--- config.mk ---
export PLATFORM = sky130hd
export DESIGN_NAME = simmem_resp_release_bank_flat
export DESIGN_NICKNAME = d
export VERILOG_FILES = /design/src/rtl/simmem_resp_release_bank_if.sv /design/src/rtl/simmem_resp_release_bank.sv /design/src/flat_wrapper.sv
export SDC_FILE = /design/constraint.sdc
export NUM_CORES = 1
export LEC_CHECK = 0
export CAP_MARGIN = 15
export CORE_MARGIN = 4
export CORE_UTILIZATION = 54
export DETAILED_ROUTE_END_ITERATION = 8
export GPL_TIMING_DRIVEN = 1
export PLACE_DENSITY_LB_ADDON = 0.1
export SETUP_SLACK_MARGIN = 0.4
export SLEW_MARGIN = 30
export SYNTH_ARGS = -nofsm -noshare
export SYNTH_HDL_FRONTEND = slang
export SYNTH_SLANG_ARGS = --single-unit
export TNS_END_PERCENT = 30
--- constraint.sdc ---
create_clock -name clk_i -period 2.65 [get_ports clk_i]
set_input_delay 0.795 -clock clk_i [delete_from_list [all_inputs] [get_ports clk_i]]
set_output_delay 0.795 -clock clk_i [all_outputs]
set_load 0.005 [all_outputs]
--- src/rtl/simmem_resp_release_bank_if.sv ---
// Handshake bundle between the response release bank and its environment.
// Latency: none, wires only.
// Backpressure: carries rsv/rsp/out valid-ready pairs; the bank is the slave side.
interface simmem_resp_release_bank_if #(
  parameter int Capacity = 16,
  parameter int RspWidth = 8
);
  localparam int IidWidth = $clog2(Capacity);

  logic                rsv_valid_i;
  logic                rsv_ready_o;
  logic [IidWidth-1:0] rsv_iid_o;
  logic                rsp_valid_i;
  logic                rsp_ready_o;
  logic [RspWidth-1:0] rsp_data_i;
  logic [Capacity-1:0] release_en_i;
  logic [Capacity-1:0] released_addr_onehot_o;
  logic                out_valid_o;
  logic                out_ready_i;
  logic [RspWidth-1:0] out_data_o;
  logic [IidWidth-1:0] out_iid_o;

  modport master (
    output rsv_valid_i, rsp_valid_i, rsp_data_i, release_en_i, out_ready_i,
    input  rsv_ready_o, rsv_iid_o, rsp_ready_o, released_addr_onehot_o,
           out_valid_o, out_data_o, out_iid_o
  );

  modport slave (
    input  rsv_valid_i, rsp_valid_i, rsp_data_i, release_en_i, out_ready_i,
    output rsv_ready_o, rsv_iid_o, rsp_ready_o, released_addr_onehot_o,
           out_valid_o, out_data_o, out_iid_o
  );
endinterface

--- src/rtl/simmem_resp_release_bank.sv ---
// Allocates iids, stores in-order responses under them, releases them when the calculator enables them.
// Latency: eligible slot -> out_valid_o next cycle; released pulse one cycle after the out handshake.
// Backpressure: out_ready_i low holds the output register; rsv/rsp stall while no FREE/RESERVED slot.
module simmem_resp_release_bank #(
  parameter int Capacity = 16,
  parameter int RspWidth = 8
) (
  input logic clk_i,
  input logic rst_i,
  simmem_resp_release_bank_if.slave bus
);
  localparam int IidWidth = $clog2(Capacity);

  typedef enum logic [1:0] {
    SLOT_FREE     = 2'd0,
    SLOT_RESERVED = 2'd1,
    SLOT_FILLED   = 2'd2,
    SLOT_OUT      = 2'd3
  } slot_state_e;

  slot_state_e         state_q [Capacity];
  slot_state_e         state_d [Capacity];
  logic [RspWidth-1:0] data_q  [Capacity];
  logic [IidWidth-1:0] fifo_q  [Capacity];
  logic [IidWidth:0]   wr_ptr_q;
  logic [IidWidth:0]   rd_ptr_q;

  logic                out_valid_q;
  logic [RspWidth-1:0] out_data_q;
  logic [IidWidth-1:0] out_iid_q;
  logic [Capacity-1:0] released_q;

  logic [Capacity-1:0] free_vec;
  logic [Capacity-1:0] elig_vec;
  logic [Capacity-1:0] out_vec;
  logic [IidWidth-1:0] rsv_iid;
  logic [IidWidth-1:0] elig_iid;
  logic [IidWidth-1:0] head_iid;
  logic                fifo_empty;
  logic                rsv_hs;
  logic                rsp_hs;
  logic                out_hs;
  logic                load;

  // Classify slots; a slot whose release pulse is still on the wire is not yet offered for reservation.
  always_comb begin
    free_vec = '0;
    elig_vec = '0;
    out_vec  = '0;
    for (int i = 0; i < Capacity; i++) begin
      free_vec[i] = (state_q[i] == SLOT_FREE) && !released_q[i];
      elig_vec[i] = (state_q[i] == SLOT_FILLED) && bus.release_en_i[i];
      out_vec[i]  = (state_q[i] == SLOT_OUT);
    end
  end

  // Lowest-index FREE slot for reservation and lowest-index eligible slot for release.
  always_comb begin
    rsv_iid  = '0;
    elig_iid = '0;
    for (int i = Capacity - 1; i >= 0; i--) begin
      if (free_vec[i]) rsv_iid = IidWidth'(i);
      if (elig_vec[i]) elig_iid = IidWidth'(i);
    end
  end

  assign fifo_empty = (wr_ptr_q == rd_ptr_q);
  assign head_iid   = fifo_q[rd_ptr_q[IidWidth-1:0]];

  assign rsv_hs = bus.rsv_valid_i && bus.rsv_ready_o;
  assign rsp_hs = bus.rsp_valid_i && bus.rsp_ready_o;
  assign out_hs = out_valid_q && bus.out_ready_i;
  assign load   = (|elig_vec) && (!out_valid_q || bus.out_ready_i);

  assign bus.rsv_ready_o            = |free_vec;
  assign bus.rsv_iid_o              = rsv_iid;
  assign bus.rsp_ready_o            = !fifo_empty;
  assign bus.out_valid_o            = out_valid_q;
  assign bus.out_data_o             = out_data_q;
  assign bus.out_iid_o              = out_iid_q;
  assign bus.released_addr_onehot_o = released_q;

  // Per-slot next state; the four handshakes always address distinct slots.
  always_comb begin
    for (int i = 0; i < Capacity; i++) state_d[i] = state_q[i];
    if (out_hs) state_d[out_iid_q] = SLOT_FREE;
    if (rsv_hs) state_d[rsv_iid]   = SLOT_RESERVED;
    if (rsp_hs) state_d[head_iid]  = SLOT_FILLED;
    if (load)   state_d[elig_iid]  = SLOT_OUT;
  end

  // Slot state register.
  always_ff @(posedge clk_i or posedge rst_i) begin
    if (rst_i) begin
      for (int i = 0; i < Capacity; i++) state_q[i] <= SLOT_FREE;
    end else begin
      for (int i = 0; i < Capacity; i++) state_q[i] <= state_d[i];
    end
  end

  // Order FIFO pointers; the extra MSB distinguishes full from empty.
  always_ff @(posedge clk_i or posedge rst_i) begin
    if (rst_i) begin
      wr_ptr_q <= '0;
      rd_ptr_q <= '0;
    end else begin
      if (rsv_hs) wr_ptr_q <= wr_ptr_q + 1'b1;
      if (rsp_hs) rd_ptr_q <= rd_ptr_q + 1'b1;
    end
  end

  // Payload and FIFO storage; contents are only read once qualified by state, so no reset.
  always_ff @(posedge clk_i) begin
    if (rsv_hs) fifo_q[wr_ptr_q[IidWidth-1:0]] <= rsv_iid;
    if (rsp_hs) data_q[head_iid] <= bus.rsp_data_i;
  end

  // Output register and one-cycle release pulse.
  always_ff @(posedge clk_i or posedge rst_i) begin
    if (rst_i) begin
      out_valid_q <= 1'b0;
      out_data_q  <= '0;
      out_iid_q   <= '0;
      released_q  <= '0;
    end else begin
      released_q <= '0;
      if (out_hs) released_q[out_iid_q] <= 1'b1;
      if (load) begin
        out_valid_q <= 1'b1;
        out_data_q  <= data_q[elig_iid];
        out_iid_q   <= elig_iid;
      end else if (out_hs) begin
        out_valid_q <= 1'b0;
      end
    end
  end

  // A fill only ever lands on the reservation waiting at the FIFO head.
  assert property (@(posedge clk_i) disable iff (rst_i)
    rsp_hs |-> (!fifo_empty && state_q[head_iid] == SLOT_RESERVED));
  assert property (@(posedge clk_i) disable iff (rst_i) $countones(out_vec) <= 1);
  assert property (@(posedge clk_i) disable iff (rst_i) $onehot0(released_q));
endmodule

--- src/flat_wrapper.sv ---
// flat-port wrapper written by rule: the top's interface ports become plain ports
module simmem_resp_release_bank_flat 
#(
  parameter int Capacity = 16,
  parameter int RspWidth = 8
)
  (clk_i, rst_i, bus_rsv_valid_i, bus_rsp_valid_i, bus_rsp_data_i, bus_release_en_i, bus_out_ready_i, bus_rsv_ready_o, bus_rsv_iid_o, bus_rsp_ready_o, bus_released_addr_onehot_o, bus_out_valid_o, bus_out_data_o, bus_out_iid_o);
  simmem_resp_release_bank_if #(.Capacity(Capacity), .RspWidth(RspWidth)) bus_i ();
  input logic clk_i;
  input logic rst_i;
  input wire logic [$bits(bus_i.rsv_valid_i)-1:0] bus_rsv_valid_i;
  input wire logic [$bits(bus_i.rsp_valid_i)-1:0] bus_rsp_valid_i;
  input wire logic [$bits(bus_i.rsp_data_i)-1:0] bus_rsp_data_i;
  input wire logic [$bits(bus_i.release_en_i)-1:0] bus_release_en_i;
  input wire logic [$bits(bus_i.out_ready_i)-1:0] bus_out_ready_i;
  output wire logic [$bits(bus_i.rsv_ready_o)-1:0] bus_rsv_ready_o;
  output wire logic [$bits(bus_i.rsv_iid_o)-1:0] bus_rsv_iid_o;
  output wire logic [$bits(bus_i.rsp_ready_o)-1:0] bus_rsp_ready_o;
  output wire logic [$bits(bus_i.released_addr_onehot_o)-1:0] bus_released_addr_onehot_o;
  output wire logic [$bits(bus_i.out_valid_o)-1:0] bus_out_valid_o;
  output wire logic [$bits(bus_i.out_data_o)-1:0] bus_out_data_o;
  output wire logic [$bits(bus_i.out_iid_o)-1:0] bus_out_iid_o;
  assign bus_i.rsv_valid_i = bus_rsv_valid_i;
  assign bus_i.rsp_valid_i = bus_rsp_valid_i;
  assign bus_i.rsp_data_i = bus_rsp_data_i;
  assign bus_i.release_en_i = bus_release_en_i;
  assign bus_i.out_ready_i = bus_out_ready_i;
  assign bus_rsv_ready_o = bus_i.rsv_ready_o;
  assign bus_rsv_iid_o = bus_i.rsv_iid_o;
  assign bus_rsp_ready_o = bus_i.rsp_ready_o;
  assign bus_released_addr_onehot_o = bus_i.released_addr_onehot_o;
  assign bus_out_valid_o = bus_i.out_valid_o;
  assign bus_out_data_o = bus_i.out_data_o;
  assign bus_out_iid_o = bus_i.out_iid_o;
  simmem_resp_release_bank #(.Capacity(Capacity), .RspWidth(RspWidth)) u_core (.clk_i(clk_i), .rst_i(rst_i), .bus(bus_i));
endmodule
==> results of run 1 <==
==> what timing repair did <==
item | CTS | global route
pin swaps | 70 | 49
setup endpoints to repair | 275 | 255
gates cloned | 11 | 1
resized for setup | 272 | 92
buffers inserted | 36 | 19
==> metrics by stage <==
step / hold slack (ns) / worst slack [ns] / total power (W) / instance area (sq um)
final: 0.492 / -0.560 / 0.0252 / 16400
after global routing: 0.525 / -0.594 / 0.0261 / 16400
after CTS: 0.492 / -0.561 / 0.0232 / 15900
after detailed placement: 0.483 / -0.718 / 0.0168 / 13700
after global placement: 0.476 / -0.694 / 0.0165 / 13700
after floorplan: 0.460 / 0.00142 / 0.0119 / 11400
==> cells in the final DEF, fill, tap and decap left out, drive strengths merged, types with 28 or more instances in the layout <==
master	Yosys	routed
inv	27	28
nor3	31	31
a21oi	60	60
edfxtp	192	192
dfrtp	71	71
buf	19	258
nor2	55	55
clkbuf	15	35
mux2i	48	48
o21ai	33	33
nand2	112	112
==> logic make-up after synthesis <==
logic type                 count (synthesis)  synth area share (%)
and+or+nand+nor                          285                  12.2
DFF                                      263                  67.1
adders and majority gates                  5                 0.557
xor gates and xnor gates                  13                  1.01
muxes                                     59                  6.48
AOI/OAI and AO/OA                        179                  10.1
buffers and inverters                     61                  2.45
==> per-layer routing <==
layer / track usage [%] / part of all wire, %
met2: 51.5 / 50
met4: 12.1 / 4.3
met3: 6.36 / 9.6
met5: 0 / 0
met1: 39.5 / 36
==> registers in the layout, summed over array words and instances (netlist names) <==
register	count
u_core.state_q	32
u_core.wr_ptr_q	5
u_core.data_q	128
u_core.bus.out_data_o	8
u_core.bus.released_addr_onehot_o	16
u_core.fifo_q	64
u_core.rd_ptr_q	5
u_core.bus.out_valid_o	1
u_core.bus.out_iid_o	4
==> worst max-delay path: stages (launching register included) <==
cell     delay (ns)
dfrtp_1        0.39
or3_1          0.41
a21oi_1        0.18
nor2_1         0.11
o31ai_4        0.30
a21oi_2        0.13
nor2_4         0.21
buf_2          0.15
==> final timing paths <==
check / startpoint / to / slack (ns) / cells after the start
max in group asynchronous: rst_i / u_core.rd_ptr_q[0]$_DFFE_PP0P_ / 1.59 / 3
max: u_core.state_q[16]$_DFF_PP0_ / bus_rsv_iid_o[0] / -0.56 / 7
max reg2reg: u_core.rd_ptr_q[0]$_DFFE_PP0P_ / u_core.data_q[1][1]$_DFFE_PP_ / -0.19 / 12
min in group asynchronous: rst_i / u_core.bus.released_addr_onehot_o[10]$_DFF_PP0_ / 0.72 / 3
min reg2reg: u_core.wr_ptr_q[4]$_DFFE_PP0P_ / u_core.wr_ptr_q[4]$_DFFE_PP0P_ / 0.49 / 1
min: u_core.wr_ptr_q[4]$_DFFE_PP0P_ / u_core.wr_ptr_q[4]$_DFFE_PP0P_ / 0.49 / 1
==> area by class of cell <==
class	count	area, sq um
fillers	1116	3920
repair buffers	309	3130
clock inverters	18	146
clock buffers	32	704
inverters	27	118
flip-flops and latches	263	7550
multi-input cells	542	4470
well taps	270	338
==> synthesized netlist by cell type, types with 6 or more instances <==
cell type,count,area [sq um]
and2_1,11,68.8
nor2b_1,7,43.8
edfxtp_1,192,5770
nor2_1,51,191
buf_2,13,65.1
a31oi_1,7,43.8
or3_1,9,56.3
nand3b_1,12,90.1
nand3_1,19,95.1
clkbuf_1,15,56.3
mux4_2,11,248
a21oi_1,60,300
o22ai_1,19,119
a221oi_1,6,52.6
o21ai_1,8,40.0
dfrtp_1,71,1780
nor3_1,30,150
a22oi_1,15,113
mux2i_1,48,480
o21ai_0,25,125
inv_1,27,101
nand2_1,111,417
xnor2_1,9,78.8
==> power by group through the flow <==
| stage | Combinational [W] | Sequential, W | Clock [W] |
|---|---|---|---|
| floorplan | 0.00561 | 0.00626 | 0 |
| global placement | 0.0101 | 0.00636 | 0 |
| detailed placement | 0.0104 | 0.00641 | 0 |
| CTS | 0.0132 | 0.00635 | 0.00369 |
| global route | 0.0157 | 0.00648 | 0.00392 |
| finish | 0.0151 | 0.00642 | 0.00368 |
==> flow_metrics.py, run 1 <==
metrics = {
    "status": {
        "status": "finished with violations",
        "violations": "setup timing",
    },
    "critical_path": {
        "crit_path_start_kind": "flop",
        "worstPathArrival_ns": 2.41,
        "crit_type": "reg2out",
        "cp_max_fo": 2,
        "critPathRequiredTime_ns": 1.86,
        "end_kind": "primary output",
    },
    "final_layout": {
        "diodes": 0,
        "post_route_cells_drive_above_1_share_pct": 42.6,
        "syn2layout_area_growth_pct": 46.4,
        "fin_util_pct": 80.8,
        "final_nets": 1204,
        "fin_cells": 1461,
    },
    "run": {
        "cap_violations": 0,
    },
    "synth": {
        "synth_seq_cells": 263,
        "synth_warnings": 0,
        "synth_edf_count": 192,
        "synth_cell_type_count": 68,
        "syn-cell-area_sq_um": 11200,
        "synthCells": 865,
        "synth_flop_cell": "edfxtp_1",
        "synth.avg_cell_area_sq_um": 13.0,
        "synthArstFlopShare_pct": 27.0,
        "syn_nets": 899,
        "ys_seq_area_share_pct": 67.1,
    },
    "global_routing": {
        "grt_pass1_vias": 9345,
        "antenna_found_initial": 0,
        "grt_max_degree": 72,
        "gr-total-overflow": 0,
        "track_usage_pct": 30.7,
        "grt_pass1_wl_microns": 54700,
    },
    "pwr": {
        "clkPwrFrac_pct": 14.6,
        "switching_power_w": 0.0102,
        "p_leak_nw": 6.59,
        "power_frac_seq_pct": 25.5,
        "power_density_nw_per_um2": 1530,
        "ir_drop_mv": 1.69,
        "p_sw_share_pct": 40.4,
        "pwr-share-comb_pct": 59.9,
        "p_int_w": 0.0150,
    },
    "clock_network": {
        "cts_tree": "done",
        "hold_buffers": 0,
        "h-tree-depth": 1,
        "clk_latency_ns": 0.54,
        "clock_path_buffers": 3,
        "cts_root_buf": "clkbuf_16",
        "path_clk_slew_ns": 0.06,
        "cts_sinks": 263,
        "cts_made_buffers": 27,
    },
    "die": {
        "initial_core_util_pct": 55.2,
        "core_sq_um": 20400,
        "fp.dieArea_sq_um": 23200,
        "ios": 64,
        "rows": 52,
        "die_w_microns": 152,
        "die_height_microns": 152,
    },
    "sta": {
        "hold_viol": 0,
        "worstMarginPinSlew_ns": 0.574,
        "rsz0062_at_grt": "true",
        "min_period_ns": 3.21,
        "skew_ns": 0.0210,
        "fin_ws_ns": -0.560,
        "finalMaxSlewViolations": 0,
        "fmaxAchievable_mhz": 312,
        "setup_violations": 130,
        "max-slew-margin-rel_pct": 61.6,
        "setup_tns_ns": -12.97,
        "fin_crit_sh_pct": 121,
    },
    "placement": {
        "gp_congestion": 0.987,
        "dp_cells": 1344,
        "hpwl_microns": 22200,
        "port_buffers": 63,
    },
    "routing": {
        "num_vias": 9125,
        "ant_nets": 0,
        "first_pass_iters": 5,
        "drt_first_iter_violations": 1037,
        "viasPerCell": 6.25,
        "drc": 0,
        "totalWireLength_microns": 38100,
        "routedWlPerCell_microns": 26.1,
    },
    "min_path": {
        "min_path_type": "reg2reg",
    },
}
(Power assumes the default switching activity.)
==> run 2, diff against run 1 <==
CORE_MARGIN = 2   (was 4)
==> flow_metrics.py, run 2 (same netlist as run 1, synthesis figures left out) <==
metrics = {
    "status": {
        "status": "finished with violations",
        "violations": "setup timing",
    },
    "clock_network": {
        "h-tree-depth": 1,
        "hold_buffers": 0,
        "path_clk_slew_ns": 0.06,
        "cts_sinks": 263,
        "clk_latency_ns": 0.56,
        "clock_path_buffers": 3,
        "cts_made_buffers": 27,
        "cts_root_buf": "clkbuf_16",
        "cts_tree": "done",
    },
    "sta": {
        "hold_viol": 0,
        "max-slew-margin-rel_pct": 62.1,
        "min_period_ns": 3.26,
        "worstMarginPinSlew_ns": 0.567,
        "fin_ws_ns": -0.613,
        "finalMaxSlewViolations": 0,
        "fin_crit_sh_pct": 123,
        "whs_ns": 0.515,
        "fmaxAchievable_mhz": 306,
        "setup_violations": 92,
        "skew_ns": 0.0168,
        "rsz0062_at_grt": "true",
    },
    "critical_path": {
        "critPathRequiredTime_ns": 1.86,
        "cp_slowest_cell": "a311oi_4",
        "crit_type": "reg2out",
        "cp_max_fo": 3,
        "path_buf_inv": 1,
        "worstPathArrival_ns": 2.47,
        "cpPeakStageDelay_ns": 0.41,
        "path_delay_family": "compound AO/OA/AOI/OAI gates",
        "crit_path_start_kind": "flop",
        "worstPathCellList": "or3_4 -> a211o_1 -> a21oi_2 -> o31ai_2 -> a311oi_4 -> buf_2",
        "end_kind": "primary output",
    },
    "die": {
        "core_sq_um": 20300,
        "ios": 64,
        "rows": 52,
        "fp.dieArea_sq_um": 22000,
        "die_w_microns": 148,
        "die_height_microns": 148,
        "initial_core_util_pct": 55.4,
    },
    "final_layout": {
        "nFillCells": 1114,
        "largest_reg_flops": 128,
        "multiInputGateArea_sq_um": 4430,
        "final_cell_mix": "192 x edfxtp_1, 181 x buf_4, 90 x nand2_1, 67 x dfrtp_1, 43 x a21oi_1",
        "top_register": "u_core.data_q",
        "syn2layout_area_growth_pct": 45.3,
        "seqCellArea_sq_um": 7550,
        "diodes": 0,
        "stdcell_area_sq_um": 16300,
        "final_nets": 1201,
        "post_route_cells_drive_above_1_share_pct": 41.8,
        "layout.cells.most_common": "edfxtp_1",
        "fin_util_pct": 80.4,
        "fin_cells": 1458,
    },
    "routing": {
        "routedWlPerCell_microns": 24.9,
        "drc": 0,
        "totalWireLength_microns": 36300,
        "viasPerCell": 6.17,
        "ant_nets": 0,
        "first_pass_iters": 5,
        "drt_first_iter_violations": 919,
        "num_vias": 8999,
    },
    "placement": {
        "port_buffers": 63,
        "place_ws_ns": -0.801,
        "postPlaceCellArea_sq_um": 13800,
        "gp_congestion": 0.939,
        "dp_cells": 1345,
        "hpwl_microns": 22400,
    },
    "global_routing": {
        "grt_max_degree": 72,
        "antenna_found_initial": 0,
        "grt_pass1_vias": 9123,
        "track_usage_pct": 31.9,
        "gr-total-overflow": 0,
        "grt_pass1_wl_microns": 52700,
    },
    "pwr": {
        "power_density_nw_per_um2": 1550,
        "p_leak_nw": 6.49,
        "ir_drop_mv": 1.71,
    },
    "min_path": {
        "min_path_type": "reg2reg",
    },
    "run": {
        "cap_violations": 0,
    },
}
-- run 2: cell count changes in the layout (fill, tap and decap cells not counted), sizes merged --
cell | previous run | this run
bufinv | 2 | 3
clkinvlp | 1 | 4
dlymetal6s2s | 6 | 4
buf | 258 | 257
clkdlybuf4s50 | 19 | 22
bufbuf | 1 | 0
clkbuf | 35 | 33
clkinv | 14 | 10
dlygate4sd2 | 22 | 21
inv | 28 | 29
-- run 2: routing by layer --
metal	up-vias	part of all wire (%)	global-route usage, %	wire length [microns]
met3	112	8.0	4.85	2910
li1	3861	-	-	-
met1	4497	37	41.8	13500
met4	0	4.5	12.7	1630
met2	529	50	53.9	18300
met5	-	0	0	0
-- run 2: worst reg2reg max path: cells and delay by family (launching register included) --
family,cells,cell delay [ns]
multiplexers,1,0.22
buffers and inverters,5,0.58
AND/OR/NAND/NOR,3,0.47
flip-flops,1,0.41
AO/OA/AOI/OAI,5,1.00
-- run 2: timing repair --
item                                    4_1_cts  5_1_grt
resized for setup                           247       92
buffers inserted                             35       21
endpoints found under the setup margin      275      272
pin swaps                                    82       45
gates cloned                                  7        0
-- run 2: power by group --
group / switching (W) / internal [W] / total, W
sequential: 0.000541 / 0.00582 / 0.00637
clock: 0.00165 / 0.00220 / 0.00385
combinational: 0.00793 / 0.00723 / 0.0152
-- run 2: metrics by stage --
step / total power (W) / setup TNS [ns]
6_report: 0.0254 / -6.74
5_1_grt: 0.0263 / -10.60
4_1_cts: 0.0234 / -2.57
3_5_place_dp: 0.0168 / -22.37
3_3_place_gp: 0.0165 / -19.55
2_1_floorplan: 0.0119 / 0
-- run 2: final timing paths --
check,from,end,slack [ns],depth (start not counted)
setup / recovery,u_core.state_q[1]$_DFF_PP0_,bus_rsv_iid_o[1],-0.61,6
hold / removal,u_core.rd_ptr_q[4]$_DFFE_PP0P_,u_core.rd_ptr_q[4]$_DFFE_PP0P_,0.51,1
setup reg to reg,u_core.state_q[13]$_DFF_PP0_,u_core.bus.out_data_o[4]$_DFFE_PP0P_,-0.16,14
hold reg to reg,u_core.rd_ptr_q[4]$_DFFE_PP0P_,u_core.rd_ptr_q[4]$_DFFE_PP0P_,0.51,1
max in group asynchronous,rst_i,u_core.bus.out_iid_o[1]$_DFFE_PP0P_,1.59,3
min in group asynchronous,rst_i,u_core.wr_ptr_q[0]$_DFFE_PP0P_,0.72,3
-- run 2: layout make-up --
| class | count | share of cell area (%) |
|---|---|---|
| sequential | 263 | 46.2 |
| multi-input combinational | 542 | 27.1 |
| timing repair buffer | 306 | 18.4 |
| clock buffer | 31 | 4.23 |
| tap | 270 | 2.07 |
| clock inverter | 19 | 1.28 |
| inverter | 27 | 0.690 |
